$ cat src/rtl/pipe_pkg.sv
// Shared definitions for ready/valid pipeline stages: state encodings and
// the handshake helper used to form fire strobes.
package pipe_pkg;

  typedef enum logic [1:0] {
    S_EMPTY = 2'b00,
    S_BUSY  = 2'b01,
    S_FULL  = 2'b10
  } pipe_state_e;

  function automatic logic hs_fire(input logic valid, input logic ready);
    return valid & ready;
  endfunction

endpackage

$ cat src/rtl/flopenr.sv
// Enabled register with synchronous active-high reset to zero.
module flopenr #(
  parameter int WIDTH = 8
) (
  input  logic             clk,
  input  logic             reset,
  input  logic             en,
  input  logic [WIDTH-1:0] d,
  output logic [WIDTH-1:0] q
);

  always_ff @(posedge clk) begin
    if (reset)   q <= '0;
    else if (en) q <= d;
  end

endmodule

$ cat src/rtl/pipe_skid_stage.sv
// Ready/valid pipeline stage with one skid entry: fully registered in_ready,
// flush for squash, and a saturating stall-cycle counter.
module pipe_skid_stage
  import pipe_pkg::*;
#(
  parameter int WIDTH = 32,
  parameter int CNT_W = 16
) (
  input  logic             clk,
  input  logic             reset,
  input  logic             flush,
  input  logic             in_valid,
  output logic             in_ready,
  input  logic [WIDTH-1:0] in_data,
  output logic             out_valid,
  input  logic             out_ready,
  output logic [WIDTH-1:0] out_data,
  output logic [CNT_W-1:0] stall_cnt
);

  pipe_state_e      state_q, state_d;
  logic             in_ready_q, in_ready_d;
  logic             out_valid_q, out_valid_d;
  logic [CNT_W-1:0] stall_cnt_q, stall_cnt_d;
  logic             main_en_s, skid_en_s, main_sel_skid_s;
  logic             in_fire_s, out_fire_s;
  logic [WIDTH-1:0] main_q, skid_q, main_d_s;

  assign in_fire_s  = hs_fire(in_valid, in_ready_q);
  assign out_fire_s = hs_fire(out_valid_q, out_ready);

  always_comb begin
    state_d         = state_q;
    main_en_s       = 1'b0;
    skid_en_s       = 1'b0;
    main_sel_skid_s = 1'b0;
    case (state_q)
      S_EMPTY: begin
        if (in_fire_s) begin
          state_d   = S_BUSY;
          main_en_s = 1'b1;
        end
      end
      S_BUSY: begin
        if (in_fire_s && out_fire_s) begin
          main_en_s = 1'b1;
        end else if (in_fire_s) begin
          state_d   = S_FULL;
          skid_en_s = 1'b1;
        end else if (out_fire_s) begin
          state_d = S_EMPTY;
        end
      end
      S_FULL: begin
        if (out_fire_s) begin
          state_d         = S_BUSY;
          main_en_s       = 1'b1;
          main_sel_skid_s = 1'b1;
        end
      end
      default: state_d = S_EMPTY;
    endcase
    // Squash drops both handshakes; payload registers keep stale contents.
    if (flush) begin
      state_d   = S_EMPTY;
      main_en_s = 1'b0;
      skid_en_s = 1'b0;
    end
    out_valid_d = (state_d == S_BUSY) || (state_d == S_FULL);
    in_ready_d  = (state_d != S_FULL);
  end

  always_comb begin
    stall_cnt_d = stall_cnt_q;
    if (out_valid_q && !out_ready && (stall_cnt_q != {CNT_W{1'b1}}))
      stall_cnt_d = stall_cnt_q + CNT_W'(1);
  end

  always_ff @(posedge clk) begin
    if (reset) begin
      state_q     <= S_EMPTY;
      in_ready_q  <= 1'b1;
      out_valid_q <= 1'b0;
      stall_cnt_q <= '0;
    end else begin
      state_q     <= state_d;
      in_ready_q  <= in_ready_d;
      out_valid_q <= out_valid_d;
      stall_cnt_q <= stall_cnt_d;
    end
  end

  assign main_d_s = main_sel_skid_s ? skid_q : in_data;

  flopenr #(.WIDTH(WIDTH)) u_main (
    .clk   (clk),
    .reset (reset),
    .en    (main_en_s),
    .d     (main_d_s),
    .q     (main_q)
  );

  flopenr #(.WIDTH(WIDTH)) u_skid (
    .clk   (clk),
    .reset (reset),
    .en    (skid_en_s),
    .d     (in_data),
    .q     (skid_q)
  );

  assign in_ready  = in_ready_q;
  assign out_valid = out_valid_q;
  assign out_data  = main_q;
  assign stall_cnt = stall_cnt_q;

endmodule
$ cat config.mk
export PLATFORM = sky130hd
export DESIGN_NAME = pipe_skid_stage
export DESIGN_NICKNAME = d
export VERILOG_FILES = /design/src/rtl/pipe_pkg.sv /design/src/rtl/flopenr.sv /design/src/rtl/pipe_skid_stage.sv
export SDC_FILE = /design/constraint.sdc
export NUM_CORES = 1
export LEC_CHECK = 0
export ABC_AREA = 1
export BUFFER_PORTS_ARGS = -buffer_cell sky130_fd_sc_hd__buf_2
export CORE_MARGIN = 4
export CORE_UTILIZATION = 50
export CTS_BUF_LIST = sky130_fd_sc_hd__clkbuf_4
export CTS_CLUSTER_DIAMETER = 60
export DETAILED_ROUTE_END_ITERATION = 6
export GPL_ROUTABILITY_DRIVEN = 0
export GPL_TIMING_DRIVEN = 0
export PLACE_DENSITY_LB_ADDON = 0.1
export RECOVER_POWER = 25
export REMOVE_ABC_BUFFERS = 1
export SETUP_SLACK_MARGIN = 0.3
export SLEW_MARGIN = 20
export SYNTH_ARGS = -nofsm -noshare
export SYNTH_HDL_FRONTEND = slang
export SYNTH_SLANG_ARGS = --single-unit
$ cat constraint.sdc
create_clock -name clk -period 2.2 [get_ports clk]
set_clock_uncertainty 0.2 [all_clocks]
set_input_delay 0.66 -clock clk [delete_from_list [all_inputs] [get_ports clk]]
set_output_delay 0.66 -clock clk [all_outputs]
set_load 0.02 [all_outputs]
Word-level counts from Yosys, hierarchy flattened
Cells that the tools add are included.

Add/sub/neg operators: 1. $mul: 0. Divide/modulo/power cells: 0. $lt $le $gt $ge: 0. Equality and inequality tests: 6. Shift-type cells: 0. Multiplexer cells: 17. Bitwise gates (word level): 2. Reductions and logical operators: 6.

Operators by type and width (count): 2-to-1 mux 32 bit (1); adder 16 x 1 -> 16 bit, second input constant (1); inequality test 16 bit, second input constant (1); 2-to-1 mux 2 bit (6); 2-to-1 mux 1 bit (8); case mux 2 bit (3 select lines) (1); equality test 2 x 1 -> 1 bit, second input constant (2); equality test 2 bit, second input constant (2); logical AND 1 bit (3); case mux 1 bit (3 select lines) (1); bitwise AND 1 bit (2); zero test 2 bit (1); inequality test 2 bit, second input constant (1); zero test 1 bit (1); logical OR 1 bit (1).

Flip-flop bits (word level): 84. Bits in latches: 0. Memory bits (writable): 0. Bits in read-only memories: 0. Input bits: 37. Output and inout bits: 50. Logic and storage cells: 38. Memories kept: 0.

Logic depth before layout (Yosys ltp)
Word-level depth: 8. Mapped depth: 9. Depth with buffers taken out: 9.

Hierarchy
A second synthesis with hierarchy kept.

Cells, all modules: 689. Area, all modules: 4227.8 um^2.

Modules (own cells, without submodules): flopenr (times used 2, cells each 203, area each 1338.8 um^2, sequential area each 640.6 um^2); pipe_skid_stage (times used 1, cells each 283, area each 1550.2 um^2, sequential area each 400.4 um^2).

Least setup slack after synthesis
No wires, ideal clock.

Path kind: input to register. Start: in out_ready. End: reg out_valid_q (netlist: out_valid). Library setup time: 0.066 ns. Arrival time: 1.761 ns. Required time: 1.934 ns. Slack: 0.173 ns. Stages: 9. Buffers on the path: 1. Path through: nand2_1 inv_2 nand2_2 and2_4 nor2_8 buf_4 nor2_1 ha_1 nor2_1.

Word-level cells in the longest chain between the ends: 8. Elaborated cells on any way between the ends: 11. Those cells by class: 2 x eq/ne; 6 x mux; 1 x bitwise; 2 x reduce/logical.

Ends and longest elaborated chain: from (decl) (line pipe_skid_stage.sv:16) `input logic out_ready,`; bitwise AND 1 bit (*) (line pipe_pkg.sv:12) `return valid & ready;`; 2-to-1 mux 2 bit (line pipe_skid_stage.sv:50) `end else if (out_fire_s) begin`; 2-to-1 mux 2 bit (line pipe_skid_stage.sv:47) `end else if (in_fire_s) begin`; 2-to-1 mux 2 bit (line pipe_skid_stage.sv:45) `if (in_fire_s && out_fire_s) begin`; case mux 2 bit (3 select lines) (*) (line pipe_skid_stage.sv:37) `case (state_q)`; 2-to-1 mux 2 bit (*) (line pipe_skid_stage.sv:64) `if (flush) begin`; equality test 2 x 1 -> 1 bit / equality test 2 bit (equally long branches) (line pipe_skid_stage.sv:69) `out_valid_d = (state_d == S_BUSY) || (state_d == S_FULL);`; logical OR 1 bit (*) (line pipe_skid_stage.sv:69); to (signal assigned) (line pipe_skid_stage.sv:88) `out_valid_q <= out_valid_d;`; to (decl) (line pipe_skid_stage.sv:23) `logic out_valid_q, out_valid_d;`.

Mark *: on every way between the ends. The rest lies on a longest branch, timed or not. A chain may end at the register's enable or synchronous reset.

Worst setup path in the final report
Start: reg stall_cnt_q[0] (netlist: stall_cnt[0]). End: out stall_cnt[0].

RTL lines: from (decl) (line pipe_skid_stage.sv:24) `logic [CNT_W-1:0] stall_cnt_q, stall_cnt_d;`; from (signal assigned) (line pipe_skid_stage.sv:89) `stall_cnt_q <= stall_cnt_d;`; to (decl) (line pipe_skid_stage.sv:18) `output logic [CNT_W-1:0] stall_cnt`.

No word-level cell between the ends.

==> results.json <==
{
  "critical_path_class": "register to output pin",
  "synth_common_cells": "nor2_1 (122), nand2_1 (103), dfxtp_1 (84)",
  "setup_viol": 0,
  "cts_made_buffers": 9,
  "crit_path_max_incr_delay_ns": 0.47,
  "vias": 3701,
  "ys_seq_area_share_pct": 45.4,
  "slowest_stage": "dfxtp_1",
  "async_flop_share_pct": 0,
  "r2r_setup_slack_ns": 0.32,
  "clk_pin_slew_ns": 0.14,
  "netlist_area_mm2": 0.00371,
  "ctsRootBufferMaster": "clkbuf_4",
  "synth_top_cells_by_area": "dfxtp_1 (45%), nor2_1 (12%), nand2_1 (10%)",
  "switching_share_pct": 28.0,
  "num_rows": 31,
  "synth_seq_cells": 84,
  "dominantRegCellSynth": "dfxtp_1",
  "vdd_ir_drop_max_mv": 0.403,
  "synthDistinctLibCells": 25,
  "overflow": 0,
  "first_pass_iters": 5,
  "clock_sinks": 84,
  "grt_usage_pct": 21.7,
  "critPathRequiredTime_ns": 1.34,
  "cts_hold_buffers": 0,
  "grt_max_degree": 38,
  "rr_worst_depth": 7,
  "fillerInstances": 698,
  "drcViolationCount": 0,
  "antenna_found_initial": 0,
  "critPathCapture": "stall_cnt[0]",
  "vias_per_cell": 5.08,
  "slew_violations": 0,
  "cts_max_path_buffers": 2,
  "start_util_pct": 51.4,
  "clkPwrFrac_pct": 31.7,
  "utilization_pct": 63.4,
  "endpoint_kind": "output pin",
  "io_buffers": 86,
  "cp-start-kind": "register",
  "n_antenna_cell": 0,
  "drive_gt1_share_pct": 24.5,
  "power_leakage_nw": 2.09,
  "cts_tree": "yes",
  "path_buf_inv": 1,
  "nets": 663,
  "power.switching_mw": 0.812,
  "drt-initial-drc-count": 225,
  "final_antenna_net_count": 0,
  "die_y_um": 94.1,
  "io_pins": 87,
  "drt-total-wl_um": 9790,
  "grt_pass1_wl_um": 15400,
  "place_hpwl_um": 5500,
  "relSlewSlack_pct": 61.7,
  "finalHoldViolCount": 0,
  "combPwrFrac_pct": 12.9,
  "core_area_mm2": 0.00721,
  "arrival_ns": 1.10,
  "die_w_um": 94.1,
  "fmax_mhz": 509,
  "area_growth_pct": 23.5,
  "internal-power_mw": 2.09,
  "path_delay_family": "flip-flops",
  "reg2reg_from": "out_valid$_SDFF_PP0_",
  "power_frac_seq_pct": 55.3,
  "path_max_fanout": 7,
  "setup_tns_ns": 0,
  "r2r_end": "stall_cnt[13]$_SDFFE_PP0P_",
  "die_area_mm2": 0.00885,
  "drv_cap": 0,
  "synth_top_area_share_pct": 45.4,
  "wire_per_inst_um": 13.4,
  "path_cells": "buf_2",
  "synth_most_common_cell": "nor2_1",
  "path_depth": 1,
  "fin_crit_ns": 1.96,
  "rsz0062_at_grt": "false",
  "htree_levels": 3,
  "power_density_mw_per_mm2": 633,
  "ys_warn_count": 0,
  "synth_top_cell_by_area": "dfxtp_1",
  "syn-instance-count": 535,
  "fin_crit_sh_pct": 89.3,
  "p_total_mw": 2.90,
  "status": "finished clean",
  "synth_edf_count": 0,
  "hold_class": "register to register",
  "clk_latency_ns": 0.43,
  "grt_pass1_vias": 3182,
  "worstMarginPinSlew_ns": 0.572,
  "synth_area_per_cell_um2": 6.93,
  "crit_start": "stall_cnt[0]$_SDFFE_PP0P_"
}
## tightest hold or removal path, cell delays in order (launching register included)
cell     delay (ns)
dfxtp_1        0.32
inv_1          0.05
a21oi_1        0.05
## sequential cells by signal, summed over array words and instances (netlist names)
register and cells:
in_ready 1, stall_cnt 16, u_skid.q 32, out_valid 1, state_q 2, u_main.q 32
## kinds of logic after synthesis
family | Yosys count | share of synthesized area, %
AND/OR/NAND/NOR | 262 | 29.0
buffers and inverters | 65 | 7.73
flip-flops | 84 | 45.4
XOR/XNOR | 6 | 1.42
AO/OA/AOI/OAI | 116 | 15.8
adder cells (fa/ha/maj) | 2 | 0.675
## worst min-delay path by stage
| stage | end | cells after the start | startpoint |
|---|---|---|---|
| floorplan | u_skid.q[12]$_SDFFE_PP0P_ | 2 | u_skid.q[12]$_SDFFE_PP0P_ |
| global placement | u_skid.q[24]$_SDFFE_PP0P_ | 2 | u_skid.q[24]$_SDFFE_PP0P_ |
| detailed placement | u_skid.q[13]$_SDFFE_PP0P_ | 2 | u_skid.q[13]$_SDFFE_PP0P_ |
| CTS | u_skid.q[15]$_SDFFE_PP0P_ | 2 | u_skid.q[15]$_SDFFE_PP0P_ |
| global route | u_skid.q[29]$_SDFFE_PP0P_ | 2 | u_skid.q[29]$_SDFFE_PP0P_ |
| finish | u_skid.q[13]$_SDFFE_PP0P_ | 2 | u_skid.q[13]$_SDFFE_PP0P_ |
## power by group through the flow
stage | combinational [mW] | clock [mW] | sequential, mW
4_1_cts | 0.364 | 0.934 | 1.61
6_report | 0.375 | 0.919 | 1.60
2_1_floorplan | 0.145 | 0 | 1.70
5_1_grt | 0.417 | 1.01 | 1.61
3_3_place_gp | 0.325 | 0 | 1.64
3_5_place_dp | 0.334 | 0 | 1.64
## cells in the final DEF (no fill, tap or decap), drive strengths merged, types with 4 or more instances in the layout
master    Yosys  layout
nor2        125     127
nand2       104     106
buf          11      99
o21ai        84      85
dfxtp        84      84
inv          37      37
a21oi        32      32
nand3        26      28
clkbuf       17      11
nand4         5       5
xor2          4       4
clkinvlp      0       4
## cell type report
| cell class | instances | area, um2 | area share (%) |
|---|---|---|---|
| clock buffer | 11 | 82.6 | 1.80 |
| clock inverter | 5 | 61.3 | 1.34 |
| inverter | 37 | 145 | 3.17 |
| multi-input combinational | 393 | 1890 | 41.2 |
| sequential | 84 | 1710 | 37.5 |
| tap | 99 | 124 | 2.71 |
| timing repair buffer | 99 | 564 | 12.3 |
## per-stage QoR
| stage | hold slack [ns] | area, um2 | cells | worst slack [ns] |
|---|---|---|---|---|
| 2_1_floorplan | 0.227 | 3560 | 507 | -0.373 |
| 3_3_place_gp | 0.235 | 4110 | 692 | -1.28 |
| 3_5_place_dp | 0.240 | 4140 | 693 | -1.28 |
| 4_1_cts | 0.258 | 4450 | 720 | 0.301 |
| 5_1_grt | 0.274 | 4580 | 728 | 0.158 |
| 6_report | 0.257 | 4580 | 728 | 0.236 |
## metal layers
metal | share of wire, % | global-route usage [%] | vias up
met5 | 0 | 0 | -
met4 | 1.6 | 8.06 | 0
met3 | 6.9 | 5.37 | 14
met2 | 46 | 33.2 | 112
met1 | 46 | 29.6 | 1672
li1 | - | - | 1903
## timing repair
item	CTS	global route
setup endpoints to repair	90	64
pin swaps	5	7
buffers inserted	8	4
gates resized for setup	21	25
gates cloned	3	4
No activity file was read; power rests on OpenSTA's default activity.
